## config.mk

```make
export PLATFORM = sky130hd
export DESIGN_NAME = load_store_unit
export DESIGN_NICKNAME = d
export VERILOG_FILES = /design/src/rtl/load_store_unit.sv
export SDC_FILE = /design/constraint.sdc
export NUM_CORES = 1
export LEC_CHECK = 0
export ABC_AREA = 0
export BUFFER_PORTS_ARGS = -buffer_cell sky130_fd_sc_hd__buf_2
export CORE_MARGIN = 2
export CORE_UTILIZATION = 39
export CTS_BUF_LIST = sky130_fd_sc_hd__clkbuf_16
export DETAILED_ROUTE_END_ITERATION = 8
export PLACE_DENSITY = 0.58
export SLEW_MARGIN = 10
export SYNTH_ARGS = -nofsm -noshare
export SYNTH_HDL_FRONTEND = slang
export SYNTH_SLANG_ARGS = --single-unit
export TNS_END_PERCENT = 50
```

## constraint.sdc

```tcl
create_clock -name clk -period 4.2 [get_ports clk]
set_input_delay 0.63 -clock clk [delete_from_list [all_inputs] [get_ports clk]]
set_output_delay 0.63 -clock clk [all_outputs]
set_load 0.01 [all_outputs]
```

## src/rtl/load_store_unit.sv

```systemverilog
// Byte-serial RV32 load/store unit: one memory byte per cycle, RESP N+1 cycles after accept.
// Optional macro LSU_MISALIGN_EN lets H/W accesses use any address (bytes wrap modulo memory depth).
module load_store_unit #(
  parameter int ADDR_W = 5
) (
  input  logic              clk,
  input  logic              rst,
  input  logic              req_valid,
  output logic              req_ready,
  input  logic              req_we,
  input  logic [2:0]        req_funct3,
  input  logic [ADDR_W-1:0] req_addr,
  input  logic [31:0]       req_wdata,
  output logic              resp_valid,
  output logic [31:0]       resp_rdata,
  output logic              resp_err,
  output logic [ADDR_W-1:0] mem_wr_add,
  output logic [ADDR_W-1:0] mem_rd_add,
  output logic [31:0]       mem_wr_data,
  output logic              mem_sw,
  input  logic [31:0]       mem_data_in
);

  typedef enum logic [1:0] {IDLE, ACCESS, RESP} state_t;

  state_t            state;
  logic              we_q;
  logic [2:0]        f3_q;
  logic [ADDR_W-1:0] acc_addr;
  logic [1:0]        cnt;
  logic [1:0]        last_cnt;
  logic [23:0]       wdata_sh;
  logic [7:0]        wr_byte;
  logic [31:0]       ld_buf;
  logic [31:0]       ld_next;
  logic [31:0]       ld_ext;
  logic              bad_code;
  logic              misalign;
  logic              req_err;
  logic              unused_hi;

  assign req_ready   = (state == IDLE);
  assign mem_wr_add  = acc_addr;
  assign mem_rd_add  = acc_addr;
  assign mem_wr_data = {24'b0, wr_byte};
  assign unused_hi   = ^mem_data_in[31:8];

  always_comb begin
    bad_code = (req_funct3 == 3'b011) || (req_funct3 == 3'b110) ||
               (req_funct3 == 3'b111) || (req_we && req_funct3[2]);
`ifdef LSU_MISALIGN_EN
    misalign = 1'b0;
`else
    misalign = ((req_funct3[1:0] == 2'b01) && req_addr[0]) ||
               ((req_funct3[1:0] == 2'b10) && (req_addr[1:0] != 2'b00));
`endif
    req_err = bad_code || misalign;
  end

  always_comb begin
    case (f3_q[1:0])
      2'b00:   last_cnt = 2'd0;
      2'b01:   last_cnt = 2'd1;
      default: last_cnt = 2'd3;
    endcase
  end

  // Merge the byte arriving this cycle so the final result is ready on the last ACCESS edge.
  always_comb begin
    ld_next = ld_buf;
    case (cnt)
      2'd0:    ld_next[7:0]   = mem_data_in[7:0];
      2'd1:    ld_next[15:8]  = mem_data_in[7:0];
      2'd2:    ld_next[23:16] = mem_data_in[7:0];
      default: ld_next[31:24] = mem_data_in[7:0];
    endcase
  end

  always_comb begin
    case (f3_q)
      3'b000:  ld_ext = {{24{ld_next[7]}}, ld_next[7:0]};
      3'b001:  ld_ext = {{16{ld_next[15]}}, ld_next[15:0]};
      3'b100:  ld_ext = {24'b0, ld_next[7:0]};
      3'b101:  ld_ext = {16'b0, ld_next[15:0]};
      default: ld_ext = ld_next;
    endcase
  end

  always_ff @(posedge clk or posedge rst) begin
    if (rst) begin
      state      <= IDLE;
      we_q       <= 1'b0;
      f3_q       <= 3'b000;
      acc_addr   <= '0;
      cnt        <= 2'd0;
      wdata_sh   <= 24'b0;
      wr_byte    <= 8'b0;
      ld_buf     <= 32'b0;
      mem_sw     <= 1'b0;
      resp_valid <= 1'b0;
      resp_err   <= 1'b0;
      resp_rdata <= 32'b0;
    end else begin
      case (state)
        IDLE: begin
          resp_valid <= 1'b0;
          if (req_valid) begin
            we_q       <= req_we;
            f3_q       <= req_funct3;
            acc_addr   <= req_addr;
            cnt        <= 2'd0;
            wr_byte    <= req_wdata[7:0];
            wdata_sh   <= req_wdata[31:8];
            ld_buf     <= 32'b0;
            resp_rdata <= 32'b0;
            if (req_err) begin
              resp_err   <= 1'b1;
              resp_valid <= 1'b1;
              state      <= RESP;
            end else begin
              resp_err <= 1'b0;
              mem_sw   <= req_we;
              state    <= ACCESS;
            end
          end
        end
        ACCESS: begin
          if (!we_q) ld_buf <= ld_next;
          if (cnt == last_cnt) begin
            mem_sw     <= 1'b0;
            resp_valid <= 1'b1;
            if (!we_q) resp_rdata <= ld_ext;
            state      <= RESP;
          end else begin
            cnt      <= cnt + 2'd1;
            acc_addr <= acc_addr + ADDR_W'(1);
            wr_byte  <= wdata_sh[7:0];
            wdata_sh <= {8'b0, wdata_sh[23:8]};
          end
        end
        RESP: begin
          resp_valid <= 1'b0;
          state      <= IDLE;
        end
        default: state <= IDLE;
      endcase
    end
  end

endmodule

```

# After elaboration in Yosys (flattened, before gate mapping)
# Index checks and enable logic that the tools add are counted.
dict set report classes {
  n_addsub 2
  eq_ne 19
  muxes 36
  n_reduce_logical 23
}
# op count
set op_table {}
lappend op_table {{32-bit 2-to-1 mux} 4}
lappend op_table {{32-bit case mux with 2 select lines} 2}
lappend op_table {{32-bit case mux with 4 select lines} 1}
lappend op_table {{24-bit 2-to-1 mux} 2}
lappend op_table {{8-bit 2-to-1 mux} 6}
lappend op_table {{24-bit case mux with 2 select lines} 1}
lappend op_table {{8-bit case mux with 2 select lines} 1}
lappend op_table {{3-bit == test (second input constant)} 4}
lappend op_table {{2-bit case mux with 2 select lines} 3}
lappend op_table {{2-bit 2-to-1 mux} 5}
lappend op_table {{5-bit 2-to-1 mux} 2}
lappend op_table {{2-bit != test (second input constant)} 5}
lappend op_table {{5-bit case mux with 2 select lines} 1}
lappend op_table {{2-bit by 1-bit == test with 1-bit output (second input constant)} 4}
lappend op_table {{4-bit AND reduction} 2}
lappend op_table {{2-bit == test (second input constant)} 3}
lappend op_table {{2-bit logical NOT} 3}
lappend op_table {{1-bit 2-to-1 mux} 6}
lappend op_table {{2-bit AND reduction} 3}
lappend op_table {{3-bit AND reduction} 2}
lappend op_table {{5-bit by 1-bit adder with 5-bit output (second input constant)} 1}
lappend op_table {{1-bit logical OR} 5}
lappend op_table {{2-bit nonzero test} 2}
lappend op_table {{3-bit by 1-bit == test with 1-bit output (second input constant)} 1}
lappend op_table {{9 further kinds} 11}
dict set report totals {
  regBits 112
  output_inout_bits 78
}

# Longest topological paths before layout
# Gate-level depths: netlist of run 1.
dict set report depth {
  depth_word 8
  depth_mapped 9
}

# Worst setup path after synthesis of run 1
# No wires, ideal clock.
dict set report synth_path {
  path_kind {flip-flop to flip-flop}
  from {register cnt[1]}
  to {register resp_rdata[16]}
  setup_time_ps 65
  arrival_ps 1980
  required_ps 4135
  slack_ps 2155
  path_stages_with_launch 10
  path_buffers 3
  synth_period_minus_slack_ps 2045
  cell_sequence {dfrtp_1 -> buf_2 -> inv_1 -> ha_1 -> buf_6 -> mux2_4 -> nand4b_4 -> a311oi_4 -> buf_6 -> a22o_1}
}
dict set report synth_between {
  elab_chain_cells 6
  elab_cells_between_ends 13
}
# element line
set synth_lines {}
lappend synth_lines {{start, declared} 30} ;# logic [1:0] cnt;
lappend synth_lines {{start signal, assigned} 135} ;# cnt <= cnt + 2'd1;
lappend synth_lines {{2-bit == test (tied with other cells)} 71} ;# case (cnt)
lappend synth_lines {{8-bit 2-to-1 mux} 71}
lappend synth_lines {{32-bit case mux with 4 select lines} 80} ;# case (f3_q)
lappend synth_lines {{32-bit 2-to-1 mux} 132} ;# if (!we_q) resp_rdata <= ld_ext;
lappend synth_lines {{32-bit 2-to-1 mux} 129} ;# if (cnt == last_cnt) begin
lappend synth_lines {{32-bit case mux with 2 select lines} 104} ;# case (state)
lappend synth_lines {{end signal, assigned} 132}
lappend synth_lines {{end, declared} 15} ;# output logic [31:0] resp_rdata,
# Parallel ways exist; a longest one is shown, timed or not. The select of a mux whose other input is x is not followed.
# A chain may end at the register's enable or synchronous reset.

# Final worst setup path of run 1
dict set report layout_path {
  from {register cnt[1]}
  to {register resp_rdata[22]}
}
# Same word-level chain as after synthesis.

==> results, run 1 <==
- The run finished with clean final reports.
- The register area is between 2000 and 3000 sq um.
- For this configuration, the core starts out at a cell density of 0.401.
- Setup repair after global routing left no endpoint under its margin.
- The number of setup buffers added after CTS is 0.
- The number of standard-cell rows in the floorplan is 43.
- The post-cts hold buffer count is 0.
- In this run the tightest slew margin relative to its limit is 0.420.
- The proportion of synthesized flip-flops having asynchronous set or reset is 1.00.
- Dividing the detail-routed via count by the number of cells gives ~5.1.
- The max-cap violation count is 0.
- The synthesized design contains around 110 register bits.
- The number of DRC violations after detailed routing is 0.
- Entering global routing, the biggest net connects just under 70 pins.
- The share of synthesized area in the top cell type comes to 0.500.
- The first-pass GRT wire length is roughly 20000 microns.
- Sorting the synthesized cells by area gives the leading types as dfrtp_1 (50%), mux2i_1 (7.0%), nand2_1 (5.6%), mux2_2 (5.0%), a22o_1 (5.0%).
- Dividing the detail-routed wire length by the instance count gives approximately 16 microns.
- Data on the critical path arrives at its endpoint at 2.97 ns.
- For the pin with the worst max-slew slack, the measured transition is about 0.87 ns.
- The number of global-route vias before repair is roughly 3900.
- At the end of the flow, the number of nets in the layout was 689.
- The vertical die dimension is roughly 120 microns.
- roughly 150 I/O pins were placed.
- The final route contains between 4000 and 5000 vias.
- STA puts the critical path data required time at about 4.5 ns.
- Clock-pin slew was measured on the worst setup and hold paths at around 0.080 ns.
- The detailed-routing iteration count for the pre-antenna-repair pass is 4.
- The area of the die is about 15000 sq um.
- The post-synthesis cell area is 5610 sq um.
- The number of filler instances in the final layout is 1381.
- In this run the power density over the cells is around 600 nW/um^2.
- The post-synthesis average cell area is approximately 11 sq um.
- For the worst-skew pair, the clock arrives at the later sink with an insertion delay of about 0.36 ns.
- The finished layout holds 790 standard cells, fillers aside.
- The area growth from synthesis to final layout is 14.5%.
- The initial antenna violation count is 0.
- The top cell types in the final layout, fill and taps aside, are dfrtp_1 (112), buf_2 (105), nand2_1 (83).
- For this run, the leading register cell type out of synthesis is dfrtp_1.
- The number of flops mapped to enable cells by yosys is 0.
- The smallest clock period supported by the final layout is computed as ~2.7 ns.
- The die outline width is about 120 microns.
- The share of total power dissipated in combinational logic is 0.373.
- Global routing finished with a remaining overflow of 0.
- The internal power consumption is 0.00234 W.
- The clock sink count is 112.
- The total CTS buffers is 9.
- In the final layout, the share of cells above drive strength 1 is 0.282.
- The most common cell after layout, fill and taps aside is dfrtp_1.
- The number of antenna diodes in the final layout is 0.
- The share of total power in the clock network is 0.218.
- The final estimated routing congestion in global placement is between 0.7 and 0.8.
- The synthesized design spends more area on one cell type than any other, namely dfrtp_1.
- The number of gates resized after CTS was 0.
- The maximum frequency from static timing analysis is 373 MHz.
- The clock skew after layout is 0.0108 ns.
- The worst-case IR drop observed on VDD is 0.393 mV.
- The final worst-path setup slack is ~1.5 ns.
- The final number of max-transition violations is 0.
- The analysis attributes to cell leakage a power of between 3 and 4 nW.
- The cell count after synthesis is around 520.
- The final worst-path cycle share is 0.639.
- For this run, the number of Yosys warnings is 0.
- Of the total power, the share spent switching nets is 0.392.
- The path class of the tightest hold or removal check is primary input to async pin.
- The number of nets with antenna violations after detailed routing is 0.
- The first routing iteration left about 260 violations.
- The final layout contains routed wiring with a total length of ~13000 microns.
- The hold violation total from the final report is 0.
- The total area of multi-input combinational cells is about 2500 sq um.
- Summed over all failing endpoints, the final setup total negative slack is 0 ns.
- The TritonCTS clock tree is built.
- After detailed placement, the design holds a cell count of between 700 and 800.
- The worst hold slack after final layout is about 0.46 ns.
- The total of buffers placed on input and output ports is about 110.
- Of the total power, registers draw 0.409.
- OpenSTA, run right after detailed placement, puts the worst setup slack at between 1 and 1.5 ns.
- The setup-violating endpoint count in the final report is 0.
- The largest fanout on the critical path is 16.
- The detailed placement HPWL is between 8000 and 9000 microns.
- The maximum clock path buffer count is 2.
- For this run, the total global-route usage over all layers was measured as 0.174.
- The clock tree synthesis step divided the H-tree into 3 levels.
- The netlist uses 48 different library cells.
- The endpoint class of the critical path is a flop.
- The sequential element share of the synthesized area is 0.500.
- The worst setup path is launched from a flop.
- The tree is rooted in a clkbuf_16.
- The type of the worst setup path is flop to flop.
- The utilization after layout is 0.459.
- The total net switching power is roughly 0.0015 W.
- The core area is 14000 sq um.
## Yosys cell counts, drive strengths merged, types with 6 or more instances
| cell type | n |
|---|---|
| ha | 8 |
| a21oi | 6 |
| buf | 52 |
| clkbuf | 12 |
| inv | 10 |
| o21ai | 64 |
| o31ai | 14 |
| a22o | 32 |
| dfrtp | 112 |
| nor2 | 6 |
| mux2i | 39 |
| nand2 | 83 |
| or2 | 11 |
| mux2 | 34 |
## layout make-up
type	instances	share of cell area
clock buffers	9	0.0351
clock inverters	7	0.00858
inverters	10	0.00624
multi-input cells	358	0.386
flip-flops and latches	112	0.437
well taps	180	0.0351
repair buffers	114	0.0924
## logic make-up (layout without fill, tap and decap cells)
group	count (synthesis)	count (layout)	share of synthesized area
xor+xnor	1	1	0.00156
other cells	1	24	0.000669
compound gates	136	136	0.168
fa+ha+maj	8	8	0.0179
mux	73	73	0.143
buf+inv	74	140	0.0774
flops	112	112	0.500
simple gates	116	116	0.0924
## through the flow
stage	total power (W)	instance area [sq um]
finish	0.00384	6420
global route	0.00411	6420
CTS	0.00389	6420
floorplan	0.00266	5690
global placement	0.00301	6140
detailed placement	0.00305	6140
## per-layer routing
layer | GRT usage | up-vias | share of wire
li1 | - | 1952 | -
met1 | 0.240 | 1947 | 0.47
met2 | 0.270 | 109 | 0.46
met3 | 0.0462 | 7 | 0.065
met4 | 0.0463 | 0 | 0.0085
met5 | 0 | - | 0
## critical path: stages, from the launching register on
cell	delay [ns]
dfrtp_1	0.50
inv_1	0.13
ha_1	0.51
mux2_4	0.29
nand4b_4	0.17
a311oi_4	0.78
a22o_1	0.23
## final timing paths
check / start / end / slack (ns) / depth (start not counted)
setup / recovery: cnt[1] / resp_rdata[22] / 1.52 / 6
hold / removal: rst / wr_byte[7] / 0.46 / 2
setup reg to reg: cnt[1] / resp_rdata[22] / 1.52 / 6
hold reg to reg: ld_buf[30] / ld_buf[30] / 0.48 / 2
max in group asynchronous: rst / resp_rdata[22] / 2.87 / 3
min in group clk: ld_buf[30] / ld_buf[30] / 0.48 / 2
## flip-flops by register name, indices dropped and copies added (netlist names)
register and cells:
resp_valid 1, cnt 2, state 2, ld_buf 32, wr_byte 8, f3_q 3, resp_rdata 32, resp_err 1
mem_rd_add 5, we_q 1, mem_sw 1, wdata_sh 24
## power groups by stage
stage | registers [W] | clock network, W | logic [W]
after CTS | 0.00158 | 0.000856 | 0.00146
after global routing | 0.00161 | 0.000896 | 0.00160
final | 0.00157 | 0.000836 | 0.00144
after floorplan | 0.00159 | 0 | 0.00107
after detailed placement | 0.00160 | 0 | 0.00145
after global placement | 0.00158 | 0 | 0.00142
No activity file was read; power rests on OpenSTA's default activity.
==> run 2: changes to the inputs <==
ABC_AREA = 1   (was 0)
PLACE_DENSITY = 0.61   (was 0.58)
clock period = 2.3 ns   (was 4.2 ns; I/O delays follow)
==> run 2 against run 1 <==
Effect of this change: synthesized area is 2.9% higher; combinational power is 91% higher; maximum frequency is 32% higher; flip-flop and latch count stayed put; synthesized cell count is 36% higher; worst setup slack worse by 1.2 ns; count of clock-buffer cells in the layout stayed put; global-route usage is 0.070 points lower; worst hold slack worse by 0.25 ns; power is 89% higher; final cell count is 25% higher; largest cell class unchanged; highest routed layer unchanged.
==> results, run 2 <==
- After detailed placement, the total cell area comes to between 6000 and 7000 sq um.
- Grouping stages by cell kind, the critical path spends the most delay in buffers and inverters.
- The critical path buffer and inverter count is 3.
- The clock skew after layout is between 0.009 and 0.01 ns.
- The die outline width is between 100 and 150 microns.
- The final number of max-transition violations is 0.
- At the pin with the least slew margin, the transition time is roughly 0.58 ns.
- In the final layout, the multi-input gates occupy between 2000 and 3000 sq um.
- The critical path starts at state[1].
- In this run the deepest clock path goes through 2 buffers.
- The number of DRC markers after the initial detailed-route iteration is roughly 250.
- The max-cap violation count is 0.
- After filler insertion, the fill cell instance count of the layout stands at around 1400.
- The largest single stage delay on the critical path is 0.42 ns.
- The worst setup path is captured at a flop.
- Dividing the detail-routed wire length by the instance count gives roughly 13 microns.
- The aggregate global routing overflow is 0.
- For this configuration, the core starts out at a cell density of 0.398.
- Counting flops and latches in the post-synthesis netlist gives about 110.
- Synthesis produced 709 cells.
- The die covers ~16000 sq um.
- The post-CTS setup repair buffer count is 0.
- The end of the critical path is wdata_sh[4].
- The part of the power in combinational logic is 0.378.
- The worst setup slack for register-to-register paths is approximately 0.27 ns.
- Counting flops with a built-in enable in the synthesized netlist gives 0.
- The number of global-route vias before repair came to roughly 4400.
- Relative to the synthesized area, the layout overhead comes to 15.3%.
- During placement, the flow inserted port buffers numbering approximately 110.
- The routed layout has between 4000 and 5000 vias.
- The final net count is 883.
- The pin count of the biggest net entering global routing is 57.
- The cell area after layout is around 6700 sq um.
- IR analysis of the VDD net gives a maximum drop of slightly above 0.5 mV.
- The hold violation total from the final report was 0.
- In this run the clock root is driven by a clkbuf_16.
- In this run the worst path has a maximum fanout of between 40 and 50.
- The first global-routing pass estimated 22100 microns of wire.
- The total CTS buffers is 9.
- The vertical die dimension is about 130 microns.
- The repair_antennas step left the layout with diodes totalling 0.
- CTS built an H-tree with a depth of 3.
- In this run, distinct cell masters in the synthesized netlist total 31.
- The arrival time at the worst endpoint is about 2.3 ns.
- The number of nets with antenna violations after detailed routing is 0.
- The worst flop-to-flop path startpoint is state[1].
- The share of synthesized area in the top cell type comes to 0.486.
- The number of standard-cell rows in the floorplan is between 40 and 50.
- The signal on the critical path passes through inv_1, ha_2, buf_4, nand4_1, nand2_2, buf_4, o21ai_0.
- For this run, the total global-route usage over all layers was measured as 0.173.
- In this run the tightest slew margin relative to its limit is 0.614.
- The clock net in this run drives a total of ~110 sinks.
- The worst hold slack after final layout is approximately 0.21 ns.
- Counting instances in the post-synthesis netlist gives the leading cell types as nand2_1 (299), dfrtp_1 (112), o21ai_0 (79), buf_4 (33), nor2_1 (28).
- The setup-violating endpoint count in the final report is 0.
- The dominant cell type by area after synthesis is dfrtp_1.
- The final worst-path cycle share is 0.882.
- Sorting the synthesized cells by area gives the leading types as dfrtp_1 (49%), nand2_1 (19%), o21ai_0 (6.9%), mux2i_1 (4.3%), buf_4 (4.3%).
- The detailed-routing iteration count for the pre-antenna-repair pass is 5.
- Routability-driven placement finished with a final weighted congestion of 0.776.
- For the finished layout, the period the worst path requires is roughly 2.0 ns.
- The number of DRC violations after detailed routing is 0.
- The fraction of layout instances using a drive strength above 1 is 0.204.
- Summing every instance area after synthesis gives between 5000 and 6000 sq um.
- After synthesis, the mean cell area works out to between 8 and 9 sq um.
- STA classifies the critical path startpoint as a flop.
- The most common cell in the netlist is nand2_1.
- In the layout the commonest cells are nand2_1 (299), dfrtp_1 (112), buf_2 (105).
- The min-delay analysis places its worst path in the category primary input to flop.
- The critical path is of the flop to flop type.
- In this run the critical register-to-register path is captured at wdata_sh[4].
- Of the total power, the share spent switching nets is 0.406.
- After synthesis, the share of flip-flops with an asynchronous set or reset is 1.00.
- The register area is about 2800 sq um.
- Dividing the detail-routed via count by the number of cells gives 4.71.
- The core region is between 10000 and 15000 sq um.
- At the worst endpoint, the required time is 2.52 ns.
- Among the stages of the critical path, the cell type that occurs most often is buf_4.
- The clock slew seen by the registers of the worst setup and hold paths is 0.08 ns.
- The sequential element share of the synthesized area is 0.486.
- The share of total power in the clock network is 0.227.
- The total power divided by cell area is 1090 nW/um^2.
- The total stage count of the critical path is 7.
- The internal power of the cells totals ~0.0043 W.
- The final total negative setup slack is 0 ns.
- In this run the static leakage power is ~3.5 nW.
- The initial antenna violation count came to 0.
- The synthesis warning total is 0.
- Of the total power, registers draw 0.394.
- The largest registers in the layout are ld_buf: 32 flops, resp_rdata: 32 flops, wdata_sh: 24 flops.
- The sum of routed wire length over all layers is ~13000 microns.
- The top-level I/O count is about 150.
- The total net switching power is between 0.002 and 0.003 W.
- The most common cell after layout, fill and taps aside is nand2_1.
- TritonCTS built the clock tree.
- The flow ran to the end, and the final reports show no timing, DRC or antenna violations.
- For the worst-skew pair, the clock arrives at the later sink with an insertion delay of 0.36 ns.
- The maximum frequency from static timing analysis is between 400 and 500 MHz.
- The flip-flop cell with the highest count after synthesis is dfrtp_1.
- Setup repair after global routing left no endpoint under its margin.
- On the critical path, the stage with the largest delay is an instance of buf_4.
- The detailed placement HPWL is between 8000 and 9000 microns.
- The number of cells on the worst reg-to-reg path is 7.
## run 2: cells by family after synthesis
group / synth area share
AOI/OAI and AO/OA: 0.106
adders and majority gates: 0.0174
buffers and inverters: 0.0963
DFF: 0.486
and+or+nand+nor: 0.251
muxes: 0.0434
other: 0.000650
## run 2: final cells by class
type | count | area share
well taps | 184 | 0.0346
repair buffers | 120 | 0.102
clock inverters | 7 | 0.0128
inverters | 28 | 0.0171
multi-input cells | 528 | 0.378
clock buffers | 9 | 0.0339
flip-flops and latches | 112 | 0.421
## run 2: repair_timing
item | in CTS | in global routing
resized for setup | 0 | 1
endpoints found under the hold margin | 17 | 0
setup endpoints to repair | 0 | 26
hold buffers | 1 | 0
## run 2: metal layers
metal  part of all wire  global-route usage
met1               0.49               0.242
met2               0.44               0.268
met3              0.052              0.0387
met4              0.015              0.0542
met5                  0                   0
## run 2: worst min-delay path: stages
cell     delay (ns)
buf_2          0.07
nand3_1        0.06
nand2_1        0.06
## run 2: worst min-delay path by stage
stage                  startpoint             to  slack (ns)  cells after the start
floorplan            wdata_sh[16]   wdata_sh[16]        0.44                      2
global placement              rst  resp_rdata[1]        0.39                      2
detailed placement            rst  resp_rdata[1]        0.38                      2
CTS                 req_wdata[24]   wdata_sh[16]        0.20                      3
global route        req_wdata[24]   wdata_sh[16]        0.20                      3
finish              req_wdata[28]   wdata_sh[20]        0.21                      3
## run 2: power by group through the flow
stage | combinational (W) | sequential (W) | clock [W]
finish | 0.00275 | 0.00287 | 0.00165
detailed placement | 0.00274 | 0.00289 | 0
CTS | 0.00274 | 0.00287 | 0.00171
global route | 0.00313 | 0.00293 | 0.00178
global placement | 0.00271 | 0.00288 | 0
floorplan | 0.00201 | 0.00294 | 0
## run 2: metrics by stage
stage	worst slack [ns]	instances	power, W	utilization
final	0.272	988	0.00727	0.459
after floorplan	0.574	732	0.00494	-
after detailed placement	0.181	970	0.00563	0.436
after global routing	0.0758	988	0.00784	0.459
after global placement	0.238	970	0.00559	0.436
after CTS	0.146	987	0.00732	0.458
==> run 3: changes to the inputs <==
CORE_UTILIZATION = 48   (was 39)
PLACE_DENSITY = 0.73   (was 0.61)
==> run 3 against run 2 <==
Effect of this change: sequential share of layout area rose by 0.34 points; worst setup slack gained 0.15 ns; power decreased by 1.2%; maximum frequency up 8.2%; via count is 1.2% higher; non-clock buffer count up 4; worst hold slack better by 0.0040 ns.
==> results, run 3 (same netlist as run 2, synthesis figures left out) <==
- Of the total power, combinational logic draws 0.377.
- The die outline width is roughly 110 microns.
- The area growth from synthesis to final layout is 14.4%.
- STA puts the critical path data arrival time at 2.12 ns.
- The detailed-routing iteration count for the pre-antenna-repair pass is 5.
- The final number of max-transition violations is 0.
- The area of the die is approximately 13000 sq um.
- The number of global-route vias before repair is about 4500.
- The later pin in the worst-skew pair is clocked with a latency of 0.36 ns.
- The final total negative setup slack is 0 ns.
- For the final database, setup skew stands at just over 0.007 ns.
- The normalized max-slew margin is 0.659.
- After detailed routing, the number of remaining DRC violations is 0.
- The TritonCTS clock tree is built.
- In the global route stage, overall resource usage came out at 0.205.
- For this design the top-level I/O count stands at about 150.
- The internal power of the cells totals 0.00432 W.
- The total CTS buffers is 9.
- The switching share of total power is 0.398.
- The average via count per standard cell is ~5.
- Counting along the longest clock path gives a buffer depth of 2.
- The hold violation total from the final report is 0.
- In this run the worst path has a maximum fanout of 16.
- The first global-routing pass estimated about 21000 microns of wire.
- In this run the power density over the cells is about 1100 nW/um^2.
- Once layout is complete, the cells apart from fillers number around 950.
- The share of total power in the clock network is 0.225.
- In the layout the commonest cells are nand2_1 (299), dfrtp_1 (112), buf_2 (105).
- The library cell used most frequently in the layout, excluding fill and tap cells, is nand2_1.
- The run finished with clean final reports.
- Of the available clock period, the critical path in the final layout requires 0.815.
- The final estimated routing congestion in global placement is approximately 0.79.
- In this run, the number of DRC markers left after iteration 0 of detailed routing was ~290.
- The largest registers in the layout are ld_buf: 32 flops, resp_rdata: 32 flops, wdata_sh: 24 flops.
- IR analysis of the VDD net gives a maximum drop of ~0.72 mV.
- After detailed routing, the total wire length is between 10000 and 15000 microns.
- In this run the static leakage power is around 3.5 nW.
- Summing over every cut layer, the via total after detailed routing is between 4000 and 5000.
- The number of H-tree levels is 3.
- The worst setup path is launched from a flop.
- The number of antenna diodes in the final layout is 0.
- The wire-length estimate of the detail-placed layout is ~8500 microns.
- The endpoint class of the critical path is a flop.
- The transition time at the pin with the least slew margin is ~0.5 ns.
- The setup-violating endpoint count in the final report is 0.
- The mean routed wirelength per cell is about 13 microns.
- The critical path required time is approximately 2.6 ns.
- The tree is rooted in a clkbuf_16.
- The analysis attributes to net switching a power of between 0.002 and 0.003 W.
- Once detail routing completed, the nets flagged for antenna violations numbered 0.
- The initial utilization of the core area, before any placement, comes to 0.486.
- The clock drives around 110 sinks.
- The number of placed instances with taps included is 937.
- Buffers placed on the I/O ports in this run total 105.
- The core area is approximately 12000 sq um.
- Setup repair after global routing left no endpoint under its margin.
- The aggregate global routing overflow is 0.
- The initial antenna violation count came to 0.
- The maximum frequency from static timing analysis is around 530 MHz.
- Measured along the y axis, the die boundary spans between 100 and 150 microns.
- The worst hold path belongs to the class primary input to flop.
- The clock slew seen by the registers of the worst setup and hold paths is around 0.070 ns.
- The minimum period implied by the final worst setup slack is between 1.5 and 2 ns.
- At the end of the flow, the number of nets in the layout was just under 900.
- Across the run, the number of max-cap violations was 0.
- The worst setup path is of the flop to flop kind.
- In the final layout, the share of cells above drive strength 1 is 0.206.
- The share of total power dissipated in sequential elements is 0.398.
- The number of standard-cell rows in the floorplan is 40.
- Entering global routing, the biggest net connects 73 pins.
## run 3: worst paths after layout
| check | startpoint | endpoint | slack (ns) | depth (start not counted) |
|---|---|---|---|---|
| max in group asynchronous | rst | state[0] | 1.10 | 4 |
| min in group asynchronous | rst | resp_rdata[30] | 0.52 | 3 |
| min | req_wdata[28] | wdata_sh[20] | 0.21 | 3 |
| max reg2reg | cnt[0] | resp_rdata[29] | 0.43 | 8 |
| min reg2reg | wdata_sh[20] | wdata_sh[20] | 0.47 | 2 |
| max | cnt[0] | resp_rdata[29] | 0.43 | 8 |
## run 3: layer usage
metal	GRT usage	routed length, microns	part of all wire
met5	0	0	0
met4	0.0813	265	0.022
met3	0.0345	721	0.059
met2	0.335	5730	0.46
met1	0.274	5610	0.46
## run 3: power by group through the flow
stage                     Sequential (W)  Combinational [W]  Clock (W)
after global routing             0.00293            0.00310    0.00172
after global placement           0.00287            0.00270          0
after detailed placement         0.00288            0.00274          0
after CTS                        0.00285            0.00275    0.00166
final                            0.00286            0.00271    0.00162
after floorplan                  0.00294            0.00201          0
## run 3: cell type report
type,instances,area (sq um)
fillers,1159,5270
flip-flops and latches,112,2800
multi-input cells,527,2500
repair buffers,124,696
clock buffers,9,225
well taps,147,184
inverters,28,114
clock inverters,7,76.3
## run 3: through the flow
step	worst slack [ns]	hold slack (ns)	util	area (sq um)	total power [W]
floorplan	0.574	0.442	-	5860	0.00494
global placement	0.432	0.352	0.530	6280	0.00557
detailed placement	0.432	0.357	0.530	6280	0.00563
CTS	0.413	0.199	0.556	6600	0.00726
global route	0.235	0.229	0.556	6600	0.00775
finish	0.427	0.213	0.556	6600	0.00718
## run 3: timing repair
action / in CTS / in global routing
buffers inserted: 0 / 0
gates resized for setup: 0 / 0
endpoints found under the hold margin: 14 / 0
hold buffers: 1 / 0
## run 3: worst max-delay path, stage by stage, from the launching register on
cell and delay, ns:
dfrtp_1 0.44, inv_1 0.13, ha_1 0.23, o21ai_0 0.27
nor2_1 0.13, nor2_4 0.36, nor2_1 0.08, nand2_1 0.08
nand2_1 0.05
